===== src/rtl/nms_pkg.sv =====
// Shared NMS definitions: box geometry/score layout and interface widths.
// Used by the predicted-box feeder and by NMS_Module itself.
package nms_pkg;

    localparam int BBOX_DATA_WIDTH = 64;
    localparam int BBOX_IND_WIDTH  = 14;
    localparam int FIFO_ADDR_WIDTH = 4;

    typedef struct packed {
        logic [11:0] x;
        logic [11:0] y;
        logic [11:0] w;
        logic [11:0] h;
        logic [15:0] score;
    } bbox_t;

endpackage


===== src/rtl/sync_fifo.sv =====
// Generic single-clock FIFO with combinational read of the oldest entry.
// Latency: a pushed entry is visible on rdata the cycle after the push edge.
// Backpressure: push ignored when full, pop ignored when empty; no full-bypass.
module sync_fifo #(
    parameter int WIDTH      = 65,
    parameter int ADDR_WIDTH = 4
) (
    input  logic                  clk,
    input  logic                  resetn,
    input  logic                  clr,
    input  logic                  push,
    input  logic                  pop,
    input  logic [WIDTH-1:0]      wdata,
    output logic [WIDTH-1:0]      rdata,
    output logic                  full,
    output logic                  empty,
    output logic [ADDR_WIDTH:0]   count
);

    localparam int                 DEPTH     = 1 << ADDR_WIDTH;
    localparam logic [ADDR_WIDTH:0] DEPTH_CNT = {1'b1, {ADDR_WIDTH{1'b0}}};
    localparam logic [ADDR_WIDTH:0] CNT_ONE   = (ADDR_WIDTH+1)'(1);
    localparam logic [ADDR_WIDTH-1:0] PTR_ONE = ADDR_WIDTH'(1);

    logic [WIDTH-1:0]      mem_q [DEPTH];
    logic [ADDR_WIDTH-1:0] wr_ptr_q, wr_ptr_d;
    logic [ADDR_WIDTH-1:0] rd_ptr_q, rd_ptr_d;
    logic [ADDR_WIDTH:0]   count_q, count_d;
    logic                  do_push, do_pop;

    assign full  = (count_q == DEPTH_CNT);
    assign empty = (count_q == '0);
    assign count = count_q;
    assign rdata = mem_q[rd_ptr_q];

    always_comb begin
        do_push  = push & ~full;
        do_pop   = pop & ~empty;
        wr_ptr_d = wr_ptr_q;
        rd_ptr_d = rd_ptr_q;
        count_d  = count_q;
        if (do_push) begin
            wr_ptr_d = wr_ptr_q + PTR_ONE;
        end
        if (do_pop) begin
            rd_ptr_d = rd_ptr_q + PTR_ONE;
        end
        unique case ({do_push, do_pop})
            2'b10:   count_d = count_q + CNT_ONE;
            2'b01:   count_d = count_q - CNT_ONE;
            default: count_d = count_q;
        endcase
        if (clr) begin
            wr_ptr_d = '0;
            rd_ptr_d = '0;
            count_d  = '0;
        end
    end

    always_ff @(posedge clk) begin
        if (!resetn) begin
            wr_ptr_q <= '0;
            rd_ptr_q <= '0;
            count_q  <= '0;
        end else begin
            wr_ptr_q <= wr_ptr_d;
            rd_ptr_q <= rd_ptr_d;
            count_q  <= count_d;
        end
    end

    // Storage is not reset; stale contents are unreachable once pointers clear.
    always_ff @(posedge clk) begin
        if (do_push) begin
            mem_q[wr_ptr_q] <= wdata;
        end
    end

endmodule


===== src/rtl/pbox_feeder.sv =====
// Feeds buffered AXIS boxes to NMS, one per rising edge of pbox_ready.
// Latency: empty-path box shows 2 edges after acceptance; advance shows next edge.
// Backpressure: s_tready drops when the FIFO is full; a held-high request advances once.
module pbox_feeder #(
    parameter int BBOX_DATA_WIDTH = nms_pkg::BBOX_DATA_WIDTH,
    parameter int FIFO_ADDR_WIDTH = nms_pkg::FIFO_ADDR_WIDTH,
    parameter int BBOX_IND_WIDTH  = nms_pkg::BBOX_IND_WIDTH
) (
    input  logic                       clk,
    input  logic                       resetn,
    input  logic                       flush,
    input  logic [BBOX_DATA_WIDTH-1:0] s_tdata,
    input  logic                       s_tvalid,
    input  logic                       s_tlast,
    output logic                       s_tready,
    input  logic                       pbox_ready,
    output nms_pkg::bbox_t             pred_bbox_data,
    output logic                       head_valid,
    output logic                       frame_done,
    output logic                       underflow_err,
    output logic [BBOX_IND_WIDTH-1:0]  box_count
);

    import nms_pkg::*;

    localparam int ENTRY_W = BBOX_DATA_WIDTH + 1;
    localparam logic [BBOX_IND_WIDTH-1:0] CNT_ONE = BBOX_IND_WIDTH'(1);

    logic                       fifo_full, fifo_empty;
    logic [FIFO_ADDR_WIDTH:0]   fifo_level_unused;
    logic [ENTRY_W-1:0]         fifo_rdata;
    logic                       push, pop, adv, consume;

    logic [BBOX_DATA_WIDTH-1:0] head_dat_q, head_dat_d;
    logic                       head_vld_q, head_vld_d;
    logic                       head_last_q, head_last_d;
    logic                       frame_done_q, frame_done_d;
    logic                       underflow_err_q, underflow_err_d;
    logic [BBOX_IND_WIDTH-1:0]  box_count_q, box_count_d;
    logic                       pbox_ready_q, pbox_ready_d;

    sync_fifo #(
        .WIDTH      (ENTRY_W),
        .ADDR_WIDTH (FIFO_ADDR_WIDTH)
    ) u_fifo (
        .clk    (clk),
        .resetn (resetn),
        .clr    (flush),
        .push   (push),
        .pop    (pop),
        .wdata  ({s_tlast, s_tdata}),
        .rdata  (fifo_rdata),
        .full   (fifo_full),
        .empty  (fifo_empty),
        .count  (fifo_level_unused)
    );

    assign s_tready       = ~fifo_full;
    assign push           = s_tvalid & ~fifo_full;
    assign pred_bbox_data = bbox_t'(head_dat_q);
    assign head_valid     = head_vld_q;
    assign frame_done     = frame_done_q;
    assign underflow_err  = underflow_err_q;
    assign box_count      = box_count_q;

    always_comb begin
        adv     = pbox_ready & ~pbox_ready_q;
        consume = adv & head_vld_q;
        // Refill the head whenever it is empty or being consumed this cycle.
        pop     = ~fifo_empty & (~head_vld_q | adv);

        head_dat_d      = head_dat_q;
        head_vld_d      = head_vld_q;
        head_last_d     = head_last_q;
        underflow_err_d = underflow_err_q;
        box_count_d     = box_count_q;
        pbox_ready_d    = pbox_ready;
        frame_done_d    = consume & head_last_q;

        if (consume) begin
            box_count_d = box_count_q + CNT_ONE;
        end
        if (adv & ~head_vld_q) begin
            underflow_err_d = 1'b1;
        end

        if (pop) begin
            head_dat_d  = fifo_rdata[BBOX_DATA_WIDTH-1:0];
            head_last_d = fifo_rdata[BBOX_DATA_WIDTH];
            head_vld_d  = 1'b1;
        end else if (consume) begin
            head_vld_d  = 1'b0;
        end

        // Flush mirrors reset; pbox_ready_q forced high so a held request is not an edge.
        if (flush) begin
            head_dat_d      = '0;
            head_vld_d      = 1'b0;
            head_last_d     = 1'b0;
            frame_done_d    = 1'b0;
            underflow_err_d = 1'b0;
            box_count_d     = '0;
            pbox_ready_d    = 1'b1;
        end
    end

    always_ff @(posedge clk) begin
        if (!resetn) begin
            head_dat_q      <= '0;
            head_vld_q      <= 1'b0;
            head_last_q     <= 1'b0;
            frame_done_q    <= 1'b0;
            underflow_err_q <= 1'b0;
            box_count_q     <= '0;
            pbox_ready_q    <= 1'b1;
        end else begin
            head_dat_q      <= head_dat_d;
            head_vld_q      <= head_vld_d;
            head_last_q     <= head_last_d;
            frame_done_q    <= frame_done_d;
            underflow_err_q <= underflow_err_d;
            box_count_q     <= box_count_d;
            pbox_ready_q    <= pbox_ready_d;
        end
    end

endmodule

===== config.mk =====
export PLATFORM = sky130hd
export DESIGN_NAME = pbox_feeder
export DESIGN_NICKNAME = d
export VERILOG_FILES = /design/src/rtl/nms_pkg.sv /design/src/rtl/sync_fifo.sv /design/src/rtl/pbox_feeder.sv
export SDC_FILE = /design/constraint.sdc
export NUM_CORES = 1
export LEC_CHECK = 0
export CAP_MARGIN = 20
export CORE_UTILIZATION = 61
export DETAILED_ROUTE_END_ITERATION = 10
export PLACE_DENSITY_LB_ADDON = 0.1
export SLEW_MARGIN = 20
export SYNTH_ARGS = -nofsm -noshare
export SYNTH_HDL_FRONTEND = slang
export SYNTH_HIERARCHICAL = 1
export SYNTH_SLANG_ARGS = --single-unit

===== constraint.sdc =====
create_clock -name clk -period 8.18 [get_ports clk]
set_input_delay 1.636 -clock clk [delete_from_list [all_inputs] [get_ports clk]]
set_output_delay 1.636 -clock clk [all_outputs]
set_load 0.01 [all_outputs]

==> flow_summary.yaml <==
clocking:
  numCtsBuffers: 110
  cts_resized: 0
  clock_latency_ps: 660
  cts-root-buf: "clkbuf_16"
  htree_levels: 3
  clock-sinks: 1140
  cts_setup_buffers: 0
  cts.clk_slew.worst_paths_ps: 60
  cts_tree: "built"
  cts_hold_buf: 0
  ctsLongestPathBuffers: 3
critical_path:
  criticalPathCategory: "in2reg"
  crit_slowest_cell: "a21o_4"
  crit_top_cell: "ha_1"
  slowest_delay_ps: 740
  start_kind: "input port"
  crit_chain: "clkdlybuf4s50_1, nand2b_1, a21o_4, clkinv_2, o21ai_4, inv_1, ha_1, ha_1, nand2_1, a21o_1, a221oi_1, mux2i_1"
  required_ps: 8750
  worstSetupEndpointType: "flop"
  critPathMaxFanout: 66
  crit_arrival_ps: 4960
layout:
  area_growth_syn_to_layout_pct: 14.57
  nets: 2342
  final_cell_mix: "edfxtp_1, mux4_2, nand2_1"
  drive_gt1_frac: 0.2070
  fin_util: 0.7105
  fillers: 4122
  diodes: 0
  final_common_cell: "edfxtp_1"
yosys:
  synth.distinct_cells: 51
  syn_inst: 2082
  avgSynthCellArea_sq_um: 20.57
  async_reset_ff_frac: 0
  ys_seq_elements: 1140
  syn-num-nets: 2161
  ys_warn_count: 6
  yosys.area.top_type: "edfxtp_1"
  synth_area_sq_um: 42830
  synthTopCellsByArea: "edfxtp_1, mux4_2, dfxtp_1, a22oi_1, nand2_1"
  ys.flop_type: "edfxtp_1"
  synth_top_area_frac: 0.7292
  seq_area_frac_synth: 0.7759
  synth_edf_count: 1040
timing:
  tns_ps: 0
  slew_headroom: 0.2496
  setup_violations: 0
  clock_skew_ps: 17.56
  period_share: 0.5358
  worstMarginPinSlew_ps: 1126
  report.final.slew_viol_count: 0
  rsz0062_at_grt: "no"
  final.min_clock_period_ps: 4383
  max_freq_ghz: 0.2282
  finalHoldViolCount: 0
status:
  status: "finished clean"
detailed_routing:
  routed_wl_um: 90910
  via_per_inst: 6.367
  drt_iter0_drc: 2154
  drc: 0
  maxUsedRoutingLayer: "met5"
  drtPass1Iterations: 5
  wl_met2_um: 44940
  wl_met1_um: 37220
  wl_per_cell_um: 27.64
  met3_length_um: 7043
  vias: 20940
  ant_nets: 0
floorplan:
  dieWidth_um: 267.0
  start_util: 0.6201
  ios: 152
  rows: 96
  die_area_sq_um: 71280
  die_height_um: 267.0
  core-area_sq_um: 69070
power_and_ir_drop:
  p_int_mw: 9.508
  clkPwrFrac: 0.430
  p_leak_nw: 15.17
  max-vdd-ir-drop_uv: 178.4
  power.density_nw_per_um2: 240.3
  p_sw_mw: 2.285
  pwr-share-comb: 0.026
  pwr-share-seq: 0.544
  finalPower_mw: 11.79
  p_sw_frac: 0.1937
placed_design:
  port_buffers: 151
  gp_congestion: 0.7744
  dp_hpwl_um: 47640
global_route:
  grt.overflow.total: 0
  grt_max_degree: 123
  grt_pass1_vias: 21330
  grt.total_usage: 0.2641
  grt_pass1_wl_um: 136100
  antenna_found_initial: 1
run:
  drv_cap: 0
hold_path:
  hold_path_class: "reg2reg"
[power by group through the flow]
stage	sequential, mW	clock, mW	combinational [mW]
floorplan	6.54	0	0.131
global placement	6.53	0	0.293
detailed placement	6.54	0	0.305
CTS	6.41	5.15	0.307
global route	6.41	5.37	0.330
finish	6.41	5.07	0.305
[through the flow]
step                setup WS (ps)  instances  area [sq um]  hold slack (ps)
floorplan                   915.9       2082         42830            432.3
global placement             3135       3080         45370            442.6
detailed placement           3125       3081         45390            447.1
CTS                          3816       3288         49050            457.8
global route                 3571       3289         49070            471.0
finish                       3797       3289         49070            452.6
[flip-flops by register name, summed over array words and instances (netlist names), named ones only]
name	count
underflow_err	1
head_valid	1
u_fifo/wr_ptr_q	4
u_fifo/count	5
pred_bbox_data	64
u_fifo/mem_q	1040
pbox_ready_q	1
frame_done	1
u_fifo/rd_ptr_q	4
head_last_q	1
box_count	14
[cells by family after synthesis]
kind of cell | share of synthesized area
flops | 0.7759
xor+xnor | 0.003885
mux | 0.1381
compound gates | 0.03447
simple gates | 0.03021
buf+inv | 0.01475
fa+ha+maj | 0.002629
[critical path: cells and delay by family]
family / cells / cell delay [ps]
AO/OA/AOI/OAI: 4 / 1390
adder cells (fa/ha/maj): 2 / 680
buffers and inverters: 3 / 760
multiplexers: 1 / 220
AND/OR/NAND/NOR: 2 / 250
[area by class of cell]
| type | count | area (sq um) | share of cell area |
|---|---|---|---|
| Tap cell | 931 | 1165 | 0.02374 |
| Clock buffer | 152 | 3002 | 0.06117 |
| Clock inverter | 55 | 650.6 | 0.01326 |
| Timing Repair Buffer | 186 | 1848 | 0.03766 |
| Sequential cell | 1140 | 33240 | 0.6774 |
| Multi-Input combinational cell | 812 | 9116 | 0.1858 |
| Inverter | 13 | 50.05 | 0.001020 |
[per-layer routing]
metal,vias up,GRT usage
li1,8882,-
met1,11040,0.3882
met2,884,0.4237
met3,138,0.04410
met4,2,0.05980
met5,-,0
[Yosys cell counts (4+ instances only)]
master and number:
edfxtp_1 1040, mux4_2 260, nand2_1 207, a22oi_1 130, dfxtp_1 100, a21oi_1 68
clkbuf_1 58, nor2_1 48, buf_2 22, buf_4 19, buf_1 12, inv_1 12
xnor2_1 10, ha_1 9, xor2_1 9, nor3_1 7, buf_6 6, nand2b_1 6
mux2i_1 5, nand3_1 5, nand4_1 5, nor2b_1 4, o211ai_1 4
[final timing paths]
kind / cells after the start / startpoint / to / slack, ps
hold / removal: 2 / pred_bbox_data[29]$_SDFFE_PP0P_ / pred_bbox_data[29]$_SDFFE_PP0P_ / 450
setup reg to reg: 12 / u_fifo/count[1]$_SDFFE_PP0P_ / u_fifo/count[4]$_SDFFE_PP0P_ / 4200
hold reg to reg: 2 / pred_bbox_data[29]$_SDFFE_PP0P_ / pred_bbox_data[29]$_SDFFE_PP0P_ / 450
setup / recovery: 12 / pbox_ready / u_fifo/count[4]$_SDFFE_PP0P_ / 3800
Power figures use the tool's default switching activity.
